===== src/rtl/game_pkg.sv =====
// Shared types and helpers for the Bulls-and-Cows game: state encoding,
// segment constants and the thermometer helper for the LED bars.
package game_pkg;

  typedef enum logic [2:0] {
    S_IDLE     = 3'd0,
    S_SETUP_J1 = 3'd1,
    S_SETUP_J2 = 3'd2,
    S_GUESS_J1 = 3'd3,
    S_GUESS_J2 = 3'd4,
    S_WIN_J1   = 3'd5,
    S_WIN_J2   = 3'd6
  } game_state_t;

  localparam logic [7:0] SEG_BLANK = 8'hFF;
  localparam logic [7:0] SEG_DASH  = 8'hBF;

  // Bit i is set iff i < min(p, l); callers keep the low l bits.
  function automatic logic [63:0] thermo(input logic [7:0] p, input int l);
    logic [63:0] bar;
    int lim;
    lim = (int'(p) < l) ? int'(p) : l;
    bar = '0;
    for (int i = 0; i < 64; i++) begin
      bar[i] = (i < lim);
    end
    return bar;
  endfunction

endpackage


===== src/rtl/game_display_ctrl_seg7_encoder.sv =====
// Active-low gfedcba encoder for one digit; blank wins over dash, dash over value.
import game_pkg::*;

module seg7_encoder (
  input  logic       blank,
  input  logic       dash,
  input  logic [3:0] value,
  output logic [6:0] ddp
);

  always_comb begin
    ddp = SEG_BLANK[6:0];
    if (blank) begin
      ddp = SEG_BLANK[6:0];
    end else if (dash) begin
      ddp = SEG_DASH[6:0];
    end else begin
      case (value)
        4'd0:    ddp = 7'h40;
        4'd1:    ddp = 7'h79;
        4'd2:    ddp = 7'h24;
        4'd3:    ddp = 7'h30;
        4'd4:    ddp = 7'h19;
        4'd5:    ddp = 7'h12;
        4'd6:    ddp = 7'h02;
        4'd7:    ddp = 7'h78;
        4'd8:    ddp = 7'h00;
        4'd9:    ddp = 7'h10;
        default: ddp = SEG_BLANK[6:0];
      endcase
    end
  end

endmodule


===== src/rtl/game_display_ctrl.sv =====
// Scoreboard driver: scans the 7-segment digits with a blanking cycle between
// slots and drives the two player LED bars, blinking the winner's bar.
import game_pkg::*;

module game_display_ctrl #(
  parameter int NUM_DIGITS      = 8,
  parameter int REFRESH_DIV     = 100000,
  parameter int LEDS_PER_PLAYER = 8,
  parameter int BLINK_DIV       = 25000000
) (
  input  logic                         clock,
  input  logic                         reset,
  input  logic [7:0]                   j1_points,
  input  logic [7:0]                   j2_points,
  input  logic [2:0]                   bull_count,
  input  logic [2:0]                   cow_count,
  input  logic [2:0]                   game_state,
  output logic [NUM_DIGITS-1:0]        an,
  output logic [7:0]                   ddp,
  output logic [2*LEDS_PER_PLAYER-1:0] led
);

  localparam int L     = LEDS_PER_PLAYER;
  localparam int DIV_W = $clog2(REFRESH_DIV);
  localparam int IDX_W = $clog2(NUM_DIGITS);
  localparam int BLK_W = (BLINK_DIV > 1) ? $clog2(BLINK_DIV) : 1;

  logic [DIV_W-1:0] div_cnt;
  logic [IDX_W-1:0] digit_idx;
  logic [BLK_W-1:0] blink_cnt;
  logic             blink_on;
  logic             tick;
  logic             in_win;
  game_state_t      st;

  logic [6:0] j1_sat, j2_sat;
  logic [3:0] j1_tens, j1_units, j2_tens, j2_units;
  logic       dig_blank, dig_dash, dp_n;
  logic [3:0] dig_val;
  logic [6:0] seg;
  logic [63:0] thermo1, thermo2;
  logic [L-1:0] bar1, bar2;
  logic         unused_thermo;

  // The reserved code 7 behaves like idle.
  always_comb begin
    st = S_IDLE;
    if (game_state != 3'd7) st = game_state_t'(game_state);
  end

  assign tick   = (div_cnt == DIV_W'(REFRESH_DIV - 1));
  assign in_win = (st == S_WIN_J1) || (st == S_WIN_J2);

  assign j1_sat   = (j1_points > 8'd99) ? 7'd99 : j1_points[6:0];
  assign j2_sat   = (j2_points > 8'd99) ? 7'd99 : j2_points[6:0];
  assign j1_tens  = 4'(j1_sat / 7'd10);
  assign j1_units = 4'(j1_sat % 7'd10);
  assign j2_tens  = 4'(j2_sat / 7'd10);
  assign j2_units = 4'(j2_sat % 7'd10);

  assign thermo1       = thermo(j1_points, L);
  assign thermo2       = thermo(j2_points, L);
  assign bar1          = thermo1[L-1:0];
  assign bar2          = thermo2[L-1:0];
  assign unused_thermo = ^{thermo1[63:L], thermo2[63:L]};

  // Digit content selection; tens digits of zero are suppressed.
  always_comb begin
    dig_blank = 1'b0;
    dig_dash  = 1'b0;
    dig_val   = 4'd0;
    if (st == S_IDLE) begin
      if (int'(digit_idx) < 6) dig_dash = 1'b1;
      else                     dig_blank = 1'b1;
    end else begin
      case (int'(digit_idx))
        0: dig_val = {1'b0, cow_count};
        1: dig_val = {1'b0, bull_count};
        2: dig_val = j2_units;
        3: begin
          dig_val   = j2_tens;
          dig_blank = (j2_tens == 4'd0);
        end
        4: dig_val = j1_units;
        5: begin
          dig_val   = j1_tens;
          dig_blank = (j1_tens == 4'd0);
        end
        default: dig_blank = 1'b1;
      endcase
    end
  end

  assign dp_n = !(((st == S_GUESS_J1) || (st == S_GUESS_J2)) && (int'(digit_idx) == 1));

  seg7_encoder u_seg (
    .blank (dig_blank),
    .dash  (dig_dash),
    .value (dig_val),
    .ddp   (seg)
  );

  always_ff @(posedge clock or posedge reset) begin
    if (reset) begin
      div_cnt   <= '0;
      digit_idx <= '0;
    end else begin
      div_cnt <= tick ? '0 : div_cnt + DIV_W'(1);
      if (tick) begin
        digit_idx <= (digit_idx == IDX_W'(NUM_DIGITS - 1)) ? '0 : digit_idx + IDX_W'(1);
      end
    end
  end

  // Blink phase restarts lit every time a win state is entered.
  always_ff @(posedge clock or posedge reset) begin
    if (reset) begin
      blink_cnt <= '0;
      blink_on  <= 1'b1;
    end else if (in_win) begin
      if (blink_cnt == BLK_W'(BLINK_DIV - 1)) begin
        blink_cnt <= '0;
        blink_on  <= ~blink_on;
      end else begin
        blink_cnt <= blink_cnt + BLK_W'(1);
      end
    end else begin
      blink_cnt <= '0;
      blink_on  <= 1'b1;
    end
  end

  // Slot boundaries get one fully dark cycle to avoid ghosting on the next digit.
  always_ff @(posedge clock or posedge reset) begin
    if (reset) begin
      an  <= '1;
      ddp <= SEG_BLANK;
      led <= '0;
    end else begin
      if (tick) begin
        an  <= '1;
        ddp <= SEG_BLANK;
      end else begin
        an  <= ~(NUM_DIGITS'(1) << digit_idx);
        ddp <= {dp_n, seg};
      end
      led[L-1:0]   <= (st == S_WIN_J1) ? {L{blink_on}} : bar1;
      led[2*L-1:L] <= (st == S_WIN_J2) ? {L{blink_on}} : bar2;
    end
  end

endmodule


===== config.mk =====
export PLATFORM = sky130hd
export DESIGN_NAME = game_display_ctrl
export DESIGN_NICKNAME = d
export VERILOG_FILES = /design/src/rtl/game_pkg.sv /design/src/rtl/game_display_ctrl_seg7_encoder.sv /design/src/rtl/game_display_ctrl.sv
export SDC_FILE = /design/constraint.sdc
export NUM_CORES = 1
export LEC_CHECK = 0
export BUFFER_PORTS_ARGS = -buffer_cell sky130_fd_sc_hd__buf_2
export CAP_MARGIN = 20
export CORE_MARGIN = 4
export CORE_UTILIZATION = 50
export DETAILED_ROUTE_END_ITERATION = 7
export PLACE_DENSITY = 0.74
export SETUP_SLACK_MARGIN = 0.15
export SYNTH_ARGS = -nofsm -noshare
export SYNTH_HDL_FRONTEND = slang
export SYNTH_SLANG_ARGS = --single-unit

===== constraint.sdc =====
create_clock -name clock -period 3.66 [get_ports clock]
set_clock_uncertainty 0.15 [all_clocks]
set_input_delay 0.549 -clock clock [delete_from_list [all_inputs] [get_ports clock]]
set_output_delay 0.549 -clock clock [all_outputs]
set_load 0.01 [all_outputs]

==> impl_metrics.py <==
metrics = {
    "run_status": {
        "status": "finished clean",
    },
    "flow_run": {
        "drv_cap": 0,
    },
    "logic_synthesis": {
        "yosysWarnings": 0,
        "synth-seq-cells": 78,
        "synth_edf_count": 0,
        "synth_nets": 609,
        "synthDistinctLibCells": 79,
        "synth-compound-area-share_pct": 18.5,
        "syn_inst": 566,
        "synth-adder-area-share_pct": 4.21,
        "synth_top_family_by_area": "simple AND/OR/NAND/NOR gates",
        "avgSynthCellArea_um2": 8.81,
        "synth_ff_type": "dfrtp_1",
        "synth-xor-area-share_pct": 6.67,
        "synth_area_mm2": 0.00499,
        "muxShareOfSynthArea_pct": 1.33,
        "synthArstFlopShare_pct": 100,
        "yosys.area_share.simple_pct": 25.5,
        "synth_seq_area_share_pct": 39.6,
    },
    "timing": {
        "fin_crit_sh_pct": 100,
        "drv_slew": 0,
        "tns_ns": 0,
        "finalSetupViolations": 0,
        "finalHoldViolCount": 0,
        "period_minus_slack_ns": 3.66,
        "fmax_mhz": 273,
        "max_slew.worst_pin.slew_ns": 0.956,
        "max_slew_margin_pct": 36.1,
        "grt_setup_unrepaired": "yes",
    },
    "global_route": {
        "antenna_found_initial": 0,
        "overflow": 0,
        "grt_pass1_wl_mm": 22.8,
        "track_usage_pct": 24.5,
        "first_global_vias": 4873,
        "grt_start_max_net_pins": 35,
    },
    "drt": {
        "wire_per_inst_um": 16.4,
        "via_per_inst": 5.73,
        "drt_iter0_drc": 380,
        "finalWirelength_mm": 13.7,
        "highest_layer": "met4",
        "post-route-drc-count": 0,
        "first_pass_iters": 5,
        "wl_met2_mm": 6.97,
        "vias": 4779,
        "ant_nets": 0,
        "wl_met1_mm": 5.52,
        "wl_met3_um": 770,
    },
    "placed_design": {
        "dpl.hpwl_mm": 10.4,
        "port_buffers": 58,
        "place.gp.congestion": 0.885,
    },
    "floorplan": {
        "start_util_pct": 51.3,
        "io_pins": 59,
        "die_h_um": 108,
        "die_x_um": 108,
        "num_rows": 36,
        "die_area_mm2": 0.0116,
        "core-area_mm2": 0.00973,
    },
    "final_layout": {
        "syn_to_final_growth_pct": 28.6,
        "diodes": 0,
        "drive_above_1_share_pct": 33.0,
        "fin_nets": 739,
    },
    "clocking": {
        "cts.path.max_buffers": 2,
        "clkSinkCount": 78,
        "h-tree-depth": 3,
        "clkSlewWorstSetupHoldPaths_ns": 0.08,
        "clk_latency_ns": 0.35,
        "holdBufCountCts": 0,
        "cts_made_buffers": 9,
        "cts_tree": "built",
        "root_buffer": "clkbuf_8",
    },
    "pwr": {
        "sequentialPowerShare_pct": 45.3,
        "switching_share_pct": 26.4,
        "leakage_nw": 2.70,
        "p_switching_w": 0.000519,
        "p_int_w": 0.00145,
        "power.density_mw_per_mm2": 307,
        "ir_drop_v": 0.000203,
        "pwr-share-clk_pct": 36.6,
        "p_total_w": 0.00197,
        "combPwrFrac_pct": 18.1,
    },
    "critical_path": {
        "critPathTopFamily": "compound AO/OA/AOI/OAI gates",
        "crit_path_top_delay_cell": "dfrtp_1",
        "worstPathRequired_ns": 3.79,
        "crit_top_cell": "ha_4",
        "path_class": "flop to flop",
        "start_kind": "flop",
        "critPathArrivalTime_ns": 3.78,
        "r2r_cells": 18,
        "cp.depth": 18,
        "slowest_delay_ns": 0.40,
        "cp_max_fo": 8,
        "crit_chain": "inv_2 -> ha_4 -> nor4bb_4 -> o22ai_2 -> and2_4 -> xnor2_2 -> o21ai_2 -> a21oi_2 -> ha_4 -> inv_4 -> o21ai_2 -> o221a_4 -> a21oi_2 -> a311o_4 -> ha_4 -> a211o_1 -> o31ai_2 -> a21oi_1",
        "path_buf_inv": 2,
        "worstSetupEndpointType": "flop",
    },
    "worst_hold_path": {
        "hold_path_class": "input port to asynchronous set/reset pin",
    },
}
==> through the flow <==
step | utilization [%] | instance area (um2) | setup WS [ns] | hold slack [ns] | cells
floorplan | - | 5070 | -0.0207 | 0.288 | 566
global route | 65.9 | 6410 | -0.130 | 0.0747 | 834
global placement | 61.3 | 5960 | -0.157 | 0.305 | 811
finish | 65.9 | 6410 | 0.00106 | 0.0577 | 834
CTS | 64.8 | 6300 | 0.0459 | 0.0591 | 830
detailed placement | 61.3 | 5960 | -0.240 | 0.323 | 811
==> flip-flops by register name, summed over array words and instances (netlist names) <==
signal and cells:
an 8, blink_cnt 25, blink_on 1, ddp 8, digit_idx 3, div_cnt 17, led 16
==> layer usage <==
metal  track usage [%]  vias up
li1                  -     2270
met1              29.0     2314
met2              43.2      155
met3              4.32       40
met4              10.8        0
met5                 0        -
==> layout make-up <==
cell class | count | area [um2]
clock buffer | 10 | 138
tap | 133 | 166
clock inverter | 6 | 93.8
fill | 827 | 3310
timing repair buffer | 142 | 928
inverter | 22 | 86.3
multi-input combinational | 443 | 3030
sequential | 78 | 1970
==> final timing paths <==
path                                     from            end  slack [ns]
worst min-delay path                    reset  blink_cnt[16]        0.06
max in group asynchronous               reset          an[2]        2.48
worst max register to register   digit_idx[0]         ddp[6]       0.001
min in group clock              game_state[2]       blink_on        0.31
worst max-delay path             digit_idx[0]         ddp[6]       0.001
worst min register to register   blink_cnt[0]   blink_cnt[0]        0.33
==> power by group through the flow <==
| stage | registers (W) | clock network (W) | logic [W] |
|---|---|---|---|
| 3_3_place_gp | 0.000906 | 0 | 0.000318 |
| 2_1_floorplan | 0.000911 | 0 | 0.000190 |
| 5_1_grt | 0.000892 | 0.000784 | 0.000389 |
| 4_1_cts | 0.000890 | 0.000735 | 0.000340 |
| 6_report | 0.000890 | 0.000720 | 0.000356 |
| 3_5_place_dp | 0.000906 | 0 | 0.000330 |
==> cells in the final DEF (no fill, tap or decap), drive strengths merged, types with 12 or more instances in the layout <==
cell type | synthesis | layout
buf | 12 | 142
nor2 | 71 | 71
dfrtp | 61 | 61
nand2 | 57 | 57
nand3 | 39 | 39
a21oi | 36 | 36
o21ai | 31 | 31
xor2 | 22 | 22
inv | 21 | 22
dfstp | 17 | 17
xnor2 | 16 | 16
ha | 16 | 16
or3 | 13 | 13
and3 | 12 | 12
==> repair_timing <==
action                                 in CTS  in global routing
pin swaps                                   8                  7
gates resized for setup                    16                 16
setup endpoints to repair                   7                  7
setup buffers                               3                  4
endpoints found under the hold margin       0                  0
==> worst reg2reg max path, cell delays in order (launching register included) <==
cell and delay (ns):
dfrtp_1 0.40, inv_2 0.08, ha_4 0.23, nor4bb_4 0.33
o22ai_2 0.13, and2_4 0.20, xnor2_2 0.15, o21ai_2 0.07
a21oi_2 0.17, ha_4 0.19, inv_4 0.05, o21ai_2 0.12
o221a_4 0.20, a21oi_2 0.05, a311o_4 0.37, ha_4 0.18
a211o_1 0.24, o31ai_2 0.20, a21oi_1 0.07
==> cells by family after synthesis <==
group,Yosys count
DFF,78
adders and majority gates,17
AOI/OAI and AO/OA,129
buffers and inverters,45
and+or+nand+nor,253
xor gates and xnor gates,38
muxes,6
==> synthesized netlist by cell type (5+ instances only) <==
cell type,n,area [um2]
a21oi_1,32,160
a22oi_1,6,45.0
and2_1,5,31.3
and3_1,12,75.1
buf_2,7,35.0
clkbuf_1,10,37.5
dfrtp_1,61,1530
dfstp_2,17,447
ha_1,16,200
inv_1,21,78.8
nand2_1,57,214
nand2b_1,7,43.8
nand3_1,38,190
nand3b_1,7,52.6
nand4_1,5,31.3
nor2_1,71,267
nor2b_1,5,31.3
nor3_1,8,40.0
nor4_1,5,31.3
o211ai_1,9,67.6
o21ai_0,25,125
o21ai_1,5,25.0
o22ai_1,5,31.3
o31ai_1,5,37.5
or3_1,13,81.3
xnor2_1,16,140
xor2_1,22,193
Note: power is estimated with default switching activity, not from simulation.
